## src/rtl/telemetry_tx.sv

```systemverilog
// telemetry_tx: packetizing 8N1 UART transmitter for eBike battery/current/torque telemetry.
module telemetry_tx #(
  parameter int BAUD_DIV = 2604
) (
  input  logic        clk,
  input  logic        rst_n,
  input  logic [11:0] batt,
  input  logic [11:0] curr,
  input  logic [11:0] torque,
  input  logic        vld,
  output logic        TX,
  output logic        busy,
  output logic        pkt_done
);
  localparam int BW = $clog2(BAUD_DIV);
  typedef enum logic [1:0] {IDLE, START, DATA, STOP} state_t;
  state_t state, state_nxt;
  logic [BW-1:0] cnt, cnt_nxt;
  logic [2:0] bit_cnt, bit_nxt, byte_idx, byte_nxt;
  logic [35:0] shadow, act, act_nxt;
  logic pending, pend_nxt, tx_nxt, tick, start;
  logic [7:0] cur;
  function automatic logic [7:0] byte_sel(input logic [2:0] i, input logic [35:0] a);
    case (i)
      3'd0: byte_sel = 8'hAA;
      3'd1: byte_sel = 8'h55;
      3'd2: byte_sel = {4'h0, a[35:32]};
      3'd3: byte_sel = a[31:24];
      3'd4: byte_sel = {4'h0, a[23:20]};
      3'd5: byte_sel = a[19:12];
      3'd6: byte_sel = {4'h0, a[11:8]};
      default: byte_sel = a[7:0];
    endcase
  endfunction
  assign tick = cnt == BW'(BAUD_DIV - 1);
  assign busy = state != IDLE;
  assign pkt_done = state == STOP && byte_idx == 3'd7 && tick;
  always_comb begin
    state_nxt = state;
    cnt_nxt = (state == IDLE || tick) ? '0 : cnt + 1'b1;
    bit_nxt = bit_cnt;
    byte_nxt = byte_idx;
    act_nxt = act;
    pend_nxt = pending | (vld & busy);
    start = 1'b0;
    case (state)
      IDLE: start = vld | pending;
      START: if (tick) begin
        state_nxt = DATA;
        bit_nxt = 3'd0;
      end
      DATA: if (tick) begin
        bit_nxt = bit_cnt + 3'd1;
        state_nxt = bit_cnt == 3'd7 ? STOP : DATA;
      end
      STOP: if (tick) begin
        state_nxt = byte_idx == 3'd7 ? IDLE : START;
        byte_nxt = byte_idx == 3'd7 ? byte_idx : byte_idx + 3'd1;
        start = byte_idx == 3'd7 && (pending | vld);
      end
    endcase
    // a vld in the start cycle itself has not reached the shadow yet, so bypass it
    if (start) begin
      state_nxt = START;
      byte_nxt = 3'd0;
      act_nxt = vld ? {batt, curr, torque} : shadow;
      pend_nxt = 1'b0;
    end
  end
  assign cur = byte_sel(byte_nxt, act_nxt);
  assign tx_nxt = state_nxt == START ? 1'b0 : state_nxt == DATA ? cur[bit_nxt] : 1'b1;
  always_ff @(posedge clk or negedge rst_n)
    if (!rst_n) begin
      state <= IDLE;
      cnt <= '0;
      bit_cnt <= '0;
      byte_idx <= '0;
      shadow <= '0;
      act <= '0;
      pending <= 1'b0;
      TX <= 1'b1;
    end else begin
      state <= state_nxt;
      cnt <= cnt_nxt;
      bit_cnt <= bit_nxt;
      byte_idx <= byte_nxt;
      shadow <= vld ? {batt, curr, torque} : shadow;
      act <= act_nxt;
      pending <= pend_nxt;
      TX <= tx_nxt;
    end
endmodule

```

## config.mk

```make
export PLATFORM = sky130hd
export DESIGN_NAME = telemetry_tx
export DESIGN_NICKNAME = d
export VERILOG_FILES = /design/src/rtl/telemetry_tx.sv
export SDC_FILE = /design/constraint.sdc
export NUM_CORES = 1
export LEC_CHECK = 0
export CAP_MARGIN = 20
export CORE_AREA = 2 2 105 107
export DETAILED_ROUTE_END_ITERATION = 6
export DIE_AREA = 0 0 107 109
export PLACE_DENSITY = 0.73
export SLEW_MARGIN = 0
export SYNTH_ARGS = -nofsm -noshare
export SYNTH_HDL_FRONTEND = slang
export SYNTH_SLANG_ARGS = --single-unit
```

## constraint.sdc

```tcl
create_clock -name clk -period 2.7 [get_ports clk]
set_input_delay 0.54 -clock clk [delete_from_list [all_inputs] [get_ports clk]]
set_output_delay 0.54 -clock clk [all_outputs]
set_load 0.03 [all_outputs]
```

==> results of run 1 <==
## how the worst max path moves through the flow
stage | start | endpoint | slack (ns) | cells after the start
3_3_place_gp | cnt[4] | TX | 0.07 | 8
3_5_place_dp | cnt[6] | TX | -0.03 | 11
4_1_cts | state[0] | TX | 0.007 | 10
2_1_floorplan | state[1] | TX | 0.03 | 10
5_1_grt | state[1] | TX | -0.02 | 10
6_report | cnt[10] | pkt_done | 0.07 | 6
## flip-flops by register name (all words and copies together) (netlist names)
signal / flops
bit_cnt: 3
byte_idx: 3
shadow: 36
TX: 1
act: 36
cnt: 12
state: 2
pending: 1
## cell families after synthesis
logic type | synth area share, %
simple gates | 12.40
buf+inv | 2.632
fa+ha+maj | 2.714
flops | 51.04
mux | 19.46
xor+xnor | 2.279
compound gates | 9.472
## cells in the final DEF, fill, tap and decap left out, drive strengths merged, types with 7 or more instances in the layout
cell	netlist	layout
and3	8	8
buf	9	46
clkbuf	9	9
clkdlybuf4s50	0	38
a21oi	8	8
o21ai	8	8
mux2	68	68
nand3	14	14
inv	10	12
xor2	7	7
nand2	24	24
o211ai	7	7
ha	10	10
mux2i	12	12
dfrtp	93	93
nor3	10	10
nor2	21	21
## report_power, final
group,total (uW),switching (uW),internal (uW)
Combinational,174,74.7,99.4
Sequential,1470,12.4,1460
Clock,996,546,450
Total,2640,633,2010
## metrics by stage
step / utilization (%) / TNS [ns] / instance area, sq um / hold slack (ns) / total power, uW
floorplan: - / 0 / 4614 / 0.2444 / 1570
global placement: 50.33 / 0 / 5336 / 0.4677 / 1672
detailed placement: 50.33 / -0.02556 / 5336 / 0.4613 / 1679
CTS: 52.53 / 0 / 5569 / 0.1447 / 2688
global route: 54.51 / -0.02098 / 5779 / 0.1834 / 2746
finish: 54.51 / 0 / 5779 / 0.1412 / 2642
## per-layer routing
| metal | share of wire [%] | vias up | wire length (um) | track usage, % |
|---|---|---|---|---|
| met5 | 0 | - | 0 | 0 |
| met4 | 1.9 | 0 | 189 | 7.143 |
| met3 | 4.5 | 16 | 448 | 3.407 |
| met2 | 47 | 78 | 4670 | 29.07 |
| met1 | 47 | 1631 | 4628 | 24.92 |
| li1 | - | 1550 | - | - |
## worst register-to-register path, delay by kind of cell (launching register included)
| family | cells | cell delay, ns |
|---|---|---|
| AO/OA/AOI/OAI | 4 | 0.99 |
| flip-flops | 1 | 0.41 |
| multiplexers | 1 | 0.18 |
| buffers and inverters | 1 | 0.16 |
| AND/OR/NAND/NOR | 3 | 0.81 |
## area by class of cell
type / count / area [sq um]
fillers: 916 / 4823
flip-flops and latches: 94 / 2357
multi-input cells: 260 / 2257
repair buffers: 84 / 735.7
well taps: 140 / 175.2
clock buffers: 9 / 123.9
clock inverters: 7 / 92.59
inverters: 10 / 37.54
## timing repair
action                                  4_1_cts  5_1_grt
setup buffers                                 1       13
pin swaps                                     1       12
endpoints found under the setup margin        1        1
resized for setup                             3       21
gates cloned                                  0        0
==> metrics.txt, run 1 <==
status completed; die area 0.01166 sq mm; drt wl/cell 16.45 um; hold buffers post-CTS 0; # rows 38; Max clock buf depth 2; DRT Pass-1 Iters 4; sequential area share after synthesis 51.04%; Yosys top cell area share 50.47%; worst flop-to-flop path startpoint cnt[10]; RR Endpoint TX; number of flops mapped to enable cells by yosys 0; slowest stage delay, CP 0.43 ns; Finish-stage setup viols 0; CP dominant cell by count buf_4; CP Buf/Inv Count 4; Final ANT Viol Nets 0; clock skew 0.01237 ns; post-route clock period utilization 97.53%; synth top area cells dfrtp_1, mux2_2, ha_1; Via-to-Cell Ratio 5.422; first-pass GRT wire length 16530 um; Worst EP required 2.16 ns; R2R cell count 9; hpwl dp 6976 um; Static Leak 0.002649 uW; RePlAce Congestion 0.9670; Setup WS post-layout 0.06658 ns; residual DRC count 0; worst skew pair latency 0.38 ns; Antenna diodes 0; via count 3275; CTS Buf Count 9; Syn. warnings 0; routed wire length 9936 um; Max rail drop VDD 275.2 uV; FF+latch count, synth 94; Final Max Slew Viols 0; Core ar. 0.01060 sq mm; pwr dens 457.1 mW/mm^2; placed insts 574; I/O pins 42; Tmin final 2.633 ns; Commonest cells post-synth dfrtp_1, mux2_2, nand2_1; CTS Sinks 94; CP Class flip-flop to output port; TritonCTS clock tree built; initial antenna violation count 0; DIE WIDTH 107 um; PortBufs 41; CP Data Arrival Time 2.09 ns; fin nets 508; Synth Net Count 431; post-synth top area cell dfrtp_1; layout cells sized above 1 34.70%; Area Growth Syn to Fin 25.35%; reg2reg setup slack 0.11 ns; Largest delay share family, worst path simple AND/OR/NAND/NOR gates; type of the most critical hold path input port to asynchronous set/reset pin; Post-Syn Area 0.004611 sq mm; crit path cell chain or3b_4 -> buf_4 -> nor4_4 -> buf_4 -> buf_4 -> buf_12; max cap viols 0; Die Height 109 um; Slew headroom 62.91%; largest net degree at the start of global routing 45; initial core utilization 43.49%; vias in the first global route 3330; 1st-iter DRT viols 208; asr flop ratio synth 100.0%; Final Non-Filler Cells 604; H-tree levels 3; Syn Inst Count 382; Root Driver clkbuf_8; Worst path slowest cell or3b_4; ys flop type dfrtp_1; CP Capture Type output port; top-count cell post-synth dfrtp_1; Synth Area per Inst 12.07 sq um; Overflow after GRT 0; CP startpoint kind flip-flop; Fin. Hold Viols 0; crit path max fanout 3; synth unique cells 62; post-place setup slack -0.02556 ns; gr usage total 18.27%; Slew @ Worst Pin 0.5564 ns; Max Freq 379.7 MHz; CTS clk-pin slew, worst paths 0.10 ns
(Power assumes the default switching activity.)
==> run 2: changes to the inputs <==
- GPL_TIMING_DRIVEN: default -> 0
- RECOVER_POWER: default -> 100
==> run 2 against run 1 <==
Net effect:
- the flow now finishes with violations (max-capacitance violations, max-slew violations, negative setup slack)
- clock-buffer cell count stayed put
- clock power is 11% lower
- utilization is 0.63 points lower
- cell count is 1.3% lower
- power is 3.8% lower
- via count is 2.4% lower
- maximum frequency is 5.2% lower
- combinational power is 2% higher
- critical path depth is 4 higher
- largest cell class unchanged
- clock skew is 0.0017 ns lower
==> metrics.txt, run 2 (same netlist as run 1, synthesis figures left out) <==
CP Class flip-flop to flip-flop; vias in the first global route 3407 (+2.3%); crit path cell chain or3b_4 -> nor3_4 -> buf_6 -> a31o_4 -> buf_8 -> o211a_4 -> a22oi_1 -> a211o_1 -> a222oi_1 -> a21o_1; placed inst area 0.005225 sq mm (-2.1%); 1st-iter DRT viols 170 (-18%); most frequent cells in the layout dfrtp_1, mux2_2, clkdlybuf4s50_1; Setup WS post-layout -0.07792 ns (-0.1445 ns); commonest non-fill, non-tap cell in the layout dfrtp_1; overall power 2540 uW (-3.8%); worst skew pair latency 0.36 ns (-0.02 ns); CP Data Arrival Time 3.08 ns (+0.99 ns); Tmin final 2.778 ns (+0.1445 ns); Largest regs act x36, shadow x36, cnt x12; Max Freq 360.0 MHz (-5.2%); DIE WIDTH 107 um (unchanged); fin area 0.005713 sq mm (-1.1%); Core ar. 0.01060 sq mm (unchanged); first-pass GRT wire length 16790 um (+1.6%); gr usage total 18.58% (+0.30 points); type of the most critical hold path flip-flop to flip-flop; post-route clock period utilization 102.9% (+5.4 points); Layout fillers 932 (+1.7%); max cap viols 1 (+1); clock skew 0.01071 ns (-0.001663 ns); I/O pins 42 (unchanged); H-tree levels 3 (unchanged); hold buffers post-CTS 0 (unchanged); pwr dens 444.7 mW/mm^2 (-2.7%); Antenna diodes 0 (unchanged); Slew headroom -40.31% (-100 points); CP startpoint kind flip-flop; residual DRC count 0 (unchanged); PortBufs 41 (unchanged); Max rail drop VDD 248.8 uV (-9.6%); Slew @ Worst Pin 2.105 ns (+1.548 ns); routed wire length 9995 um (+0.59%); layout cells sized above 1 31.58% (-3.1 points); DRT Pass-1 Iters 4 (unchanged); Fin. Hold Viols 0 (unchanged); Overflow after GRT 0 (unchanged); crit path max fanout 8 (+5); RePlAce Congestion 0.9303 (-3.8%); initial core utilization 43.49% (unchanged); largest net degree at the start of global routing 57 (+27%); TritonCTS clock tree built; CTS clk-pin slew, worst paths 0.10 ns (about the same); slowest stage delay, CP 0.43 ns (about the same); # rows 38 (unchanged); CTS Sinks 94 (unchanged); Setup TNS Final -0.07792 ns (-0.07792 ns); Root Driver clkbuf_8; Final Max Slew Viols 39 (+39); via count 3197 (-2.4%); Worst EP required 3.00 ns (+0.84 ns); CP Capture Type flip-flop; Final ANT Viol Nets 0 (unchanged); initial antenna violation count 0 (unchanged); hpwl dp 7011 um (+0.50%); CTS Buf Count 9 (unchanged); Max clock buf depth 2 (unchanged); Static Leak 0.002563 uW (-3.3%); Finish-stage setup viols 1 (+1); failing checks max-capacitance violations, max-slew violations, negative setup slack; die area 0.01166 sq mm (unchanged); drt wl/cell 16.77 um (+1.9%); Area Growth Syn to Fin 23.91%; Via-to-Cell Ratio 5.364 (-1.1%); Die Height 109 um (unchanged); fin nets 500 (-1.6%); unrepaired setup endpoints after global routing yes; Worst path slowest cell or3b_4; status finished, violations left
## run 2: cell types whose count changed in the layout (fill, tap and decap cells not counted), moves of 3 or more
cell	previous run	this run
buf_4	44	15
clkbuf_1	0	8
buf_2	1	6
buf_6	0	3
ha_1	8	5
mux2_1	0	3
mux2_2	66	63
## run 2: final timing paths
| check | from | endpoint | slack, ns | depth (start not counted) |
|---|---|---|---|---|
| setup / recovery | cnt[9] | TX | -0.08 | 10 |
| hold / removal | shadow[7] | shadow[7] | 0.50 | 1 |
| setup reg to reg | cnt[9] | TX | -0.08 | 10 |
| hold reg to reg | shadow[7] | shadow[7] | 0.50 | 1 |
| max in group asynchronous | rst_n | act[16] | 0.72 | 1 |
| min in group asynchronous | rst_n | act[24] | 0.78 | 1 |
## run 2: critical path: cells and delay by family (launching register included)
kind                   cells  cell delay [ns]
and+or+nand+nor            2             0.71
DFF                        1             0.42
AOI/OAI and AO/OA          6             1.29
buffers and inverters      2             0.29
## run 2: routing by layer
layer / track usage, % / wire length [um] / share of wire, %
met1: 24.67 / 4610 / 46
met3: 3.766 / 460 / 4.6
met4: 6.401 / 172 / 1.7
met5: 0 / 0 / 0
met2: 30.53 / 4751 / 48
## run 2: area by class of cell
type                    count  area [sq um]  area share (%)
multi-input cells         260          2298           40.23
clock buffers               9         123.9           2.168
well taps                 140         175.2           3.066
repair buffers             59         566.8           9.921
plain buffers              17         91.34           1.599
clock inverters             7         62.56           1.095
inverters                  10         37.54          0.6570
flip-flops and latches     94          2357           41.26
## run 2: repair_timing
action,in CTS,in global routing
setup endpoints to repair,2,5
gates resized for setup,28,14
pin swaps,10,8
buffers inserted,10,7
## run 2: power by group
| part | switching (uW) | total (uW) | internal [uW] |
|---|---|---|---|
| Clock | 536 | 890 | 354 |
| Sequential | 12.5 | 1470 | 1460 |
| Combinational | 78.0 | 178 | 100 |
| Total | 626 | 2540 | 1910 |
## run 2: stage by stage
step / instances / utilization, % / hold WS, ns / setup slack [ns]
5_1_grt: 596 / 53.88 / 0.5185 / -0.1230
3_3_place_gp: 563 / 49.04 / 0.4713 / -2.260
6_report: 596 / 53.88 / 0.4956 / -0.07792
3_5_place_dp: 564 / 49.28 / 0.4792 / -0.5639
4_1_cts: 589 / 53.03 / 0.1464 / 0.002058
2_1_floorplan: 382 / - / 0.2444 / 0.03130
==> run 3: changes to the inputs <==
- ABC_AREA: default -> 1
- SKIP_LAST_GASP: default -> 1
- clock period: 2.7 -> 2.5 ns (I/O delays scaled with it)
==> run 3 against run 2 <==
Net effect:
- the flow now finishes without violations
- global-route usage shrank 0.57 points
- synthesized cell count grew 49%
- cell count grew 30%
- power grew 11%
- wire length shrank 1.8%
- critical path type unchanged
==> metrics.txt, run 3 <==
Die Height 109 um (unchanged); Commonest cells post-synth nand2_1, dfrtp_1, inv_1; CTS Sinks 94 (unchanged); CP startpoint kind flip-flop; I/O pins 42 (unchanged); Seq pwr share 56.9% (-1.0 points); Overflow after GRT 0 (unchanged); CP Data Arrival Time 2.71 ns (-0.37 ns); number of flops mapped to enable cells by yosys 0 (unchanged); combinational share of power 7.6% (+0.6 points); H-tree levels 3 (unchanged); Max Freq 412.3 MHz (+15%); Tmin final 2.426 ns (-0.3523 ns); Syn. warnings 0 (unchanged); asr flop ratio synth 100.0% (unchanged); slowest stage delay, CP 0.41 ns (-0.02 ns); Root Driver clkbuf_8; fin nets 680 (+36%); ys flop type dfrtp_1; Syn Inst Count 569 (+49%); DIE WIDTH 107 um (unchanged); unrepaired setup endpoints after global routing yes; die area 0.01166 sq mm (unchanged); drt wl/cell 12.66 um (-25%); hold buffers post-CTS 0 (unchanged); initial core utilization 43.53% (+0.047 points); initial antenna violation count 0 (unchanged); Post-Syn Area 0.004616 sq mm (+0.11%); overall power 2818 uW (+11%); PortBufs 41 (unchanged); CTS clk-pin slew, worst paths 0.09 ns (about the same); Max rail drop VDD 339.5 uV (+36%); Net Sw Power 672.2 uW (+7.3%); Fin. Hold Viols 0 (unchanged); Layout fillers 980 (+5.2%); FF+latch count, synth 94 (unchanged); synth unique cells 40 (-35%); layout cells sized above 1 14.80% (-17 points); Antenna diodes 0 (unchanged); placed insts 751 (+33%); Final Non-Filler Cells 775 (+30%); 1st-iter DRT viols 170 (unchanged); # rows 38 (unchanged); Worst EP required 2.78 ns (-0.22 ns); max cap viols 0 (-1); hpwl dp 7026 um (+0.22%); via count 3755 (+17%); crit path cell chain ha_4 -> nand2_2 -> inv_2 -> nand2_1 -> nor2_4 -> nand4_1 -> nand2_4 -> nand3_1 -> inv_1 -> nand2_1 -> nor2_1 -> nor2_1 -> nand3_1 -> nand2_1 -> nand3_1 -> nand3_2 -> a21oi_2; CP Capture Type flip-flop; Core ar. 0.01060 sq mm (unchanged); Slew headroom 5.794% (+46 points); largest net degree at the start of global routing 70 (+23%); Largest regs act x36, shadow x36, cnt x12; gr usage total 18.00% (-0.57 points); Yosys top cell area share 50.42% (-0.055 points); CP Class flip-flop to flip-flop; sequential area share after synthesis 50.99% (-0.055 points); status completed; type of the most critical hold path input port to asynchronous set/reset pin; worst skew pair latency 0.36 ns (about the same); Slew @ Worst Pin 1.413 ns (-0.6916 ns); Via-to-Cell Ratio 4.845 (-9.7%); crit path max fanout 7 (-1); RePlAce Congestion 0.8765 (-5.8%); clock skew 0.01382 ns (+0.003106 ns); post-route clock period utilization 97.02% (-5.9 points); pwr dens 500.0 mW/mm^2 (+12%); Internal Pwr Total 2146 uW (+12%); top-count cell post-synth nand2_1; residual DRC count 0 (unchanged); Final ANT Viol Nets 0 (unchanged); CTS Buf Count 9 (unchanged); Area Growth Syn to Fin 22.09%; DRT Pass-1 Iters 4 (unchanged); post-synth top area cell dfrtp_1; Final Max Slew Viols 0 (-100%); Static Leak 0.002814 uW (+9.8%); routed wire length 9811 um (-1.8%); most frequent cells in the layout nand2_1, dfrtp_1, inv_1; switching share of power 23.85% (-0.80 points); Synth Area per Inst 8.112 sq um (-33%); vias in the first global route 3673 (+7.8%); commonest non-fill, non-tap cell in the layout nand2_1; clock share of power 35.5% (+0.5 points); Max clock buf depth 2 (unchanged); Finish-stage setup viols 0 (-1); TritonCTS clock tree built; first-pass GRT wire length 16730 um (-0.33%); Worst path slowest cell dfrtp_1; synth top area cells dfrtp_1, nand2_1, nand3_1; Synth Net Count 618 (+43%)
==> run 3: changes by cell type after synthesis, moves of 11 or more <==
cell / change
nand2_1: +219
mux2_2: -66
inv_1: +32
nand3_1: +27
nor2_1: +18
mux2i_1: -11
==> run 3: worst paths after layout <==
kind | endpoint | slack (ns) | depth (start not counted) | from
max | TX | 0.07 | 17 | cnt[1]
min | shadow[34] | 0.45 | 1 | rst_n
max reg2reg | TX | 0.07 | 17 | cnt[1]
min reg2reg | shadow[13] | 0.47 | 2 | shadow[13]
max in group asynchronous | TX | 1.04 | 2 | rst_n
min in group clk | shadow[13] | 0.47 | 2 | shadow[13]
==> run 3: worst max-delay path: cells and delay by family, from the launching register on <==
family | cells | cell delay [ns]
adder cells (fa/ha/maj) | 1 | 0.17
buffers and inverters | 2 | 0.27
AO/OA/AOI/OAI | 1 | 0.14
AND/OR/NAND/NOR | 13 | 1.35
flip-flops | 1 | 0.41
==> run 3: what timing repair did <==
| action | in CTS | in global routing |
|---|---|---|
| gates cloned | 0 | 1 |
| resized for setup | 13 | 42 |
| endpoints found under the setup margin | 3 | 2 |
| buffers inserted | 5 | 3 |
| pin swaps | 3 | 12 |
==> run 3: cell type report <==
class | count | area [sq um] | area share (%)
flip-flops and latches | 94 | 2355 | 41.79
repair buffers | 51 | 493.0 | 8.748
inverters | 47 | 186.4 | 3.308
plain buffers | 15 | 110.1 | 1.954
well taps | 140 | 175.2 | 3.108
multi-input cells | 413 | 2123 | 37.68
clock inverters | 6 | 68.82 | 1.221
clock buffers | 9 | 123.9 | 2.198
==> run 3: kinds of logic (layout without fill, tap and decap cells) <==
group,count (synthesis),after routing,share of synthesized area [%]
AND/OR/NAND/NOR,362,362,34.16
AO/OA/AOI/OAI,41,41,6.289
flip-flops,94,94,50.99
adder cells (fa/ha/maj),10,10,2.711
buffers and inverters,62,128,5.855
==> run 3: power groups by stage <==
stage               logic (uW)  clock network (uW)  registers, uW
floorplan                 93.4                   0           1630
global placement           204                   0           1630
detailed placement         215                   0           1630
CTS                        217                1010           1600
global route               245                1080           1610
finish                     213                1000           1600
==> run 3: metrics by stage <==
stage                     hold slack, ns  setup slack [ns]  utilization [%]  setup TNS [ns]  cell area (sq um)
after floorplan                   0.2044            0.1606                -               0               4616
after global placement            0.4498            -2.299            49.06         -215.05               5201
after detailed placement          0.4291           -0.4854            49.29         -0.5126               5226
after CTS                        0.04029          0.003008            51.82               0               5494
after global routing              0.5016           -0.1094            53.15         -0.1094               5635
final                             0.4512           0.07441            53.15               0               5635
==> run 3: routing by layer <==
metal | up-vias | track usage (%) | wire length, um
li1 | 1923 | - | -
met1 | 1764 | 24.23 | 4657
met2 | 60 | 30.39 | 4722
met3 | 8 | 2.510 | 321
met4 | 0 | 5.659 | 109
met5 | - | 0 | 0
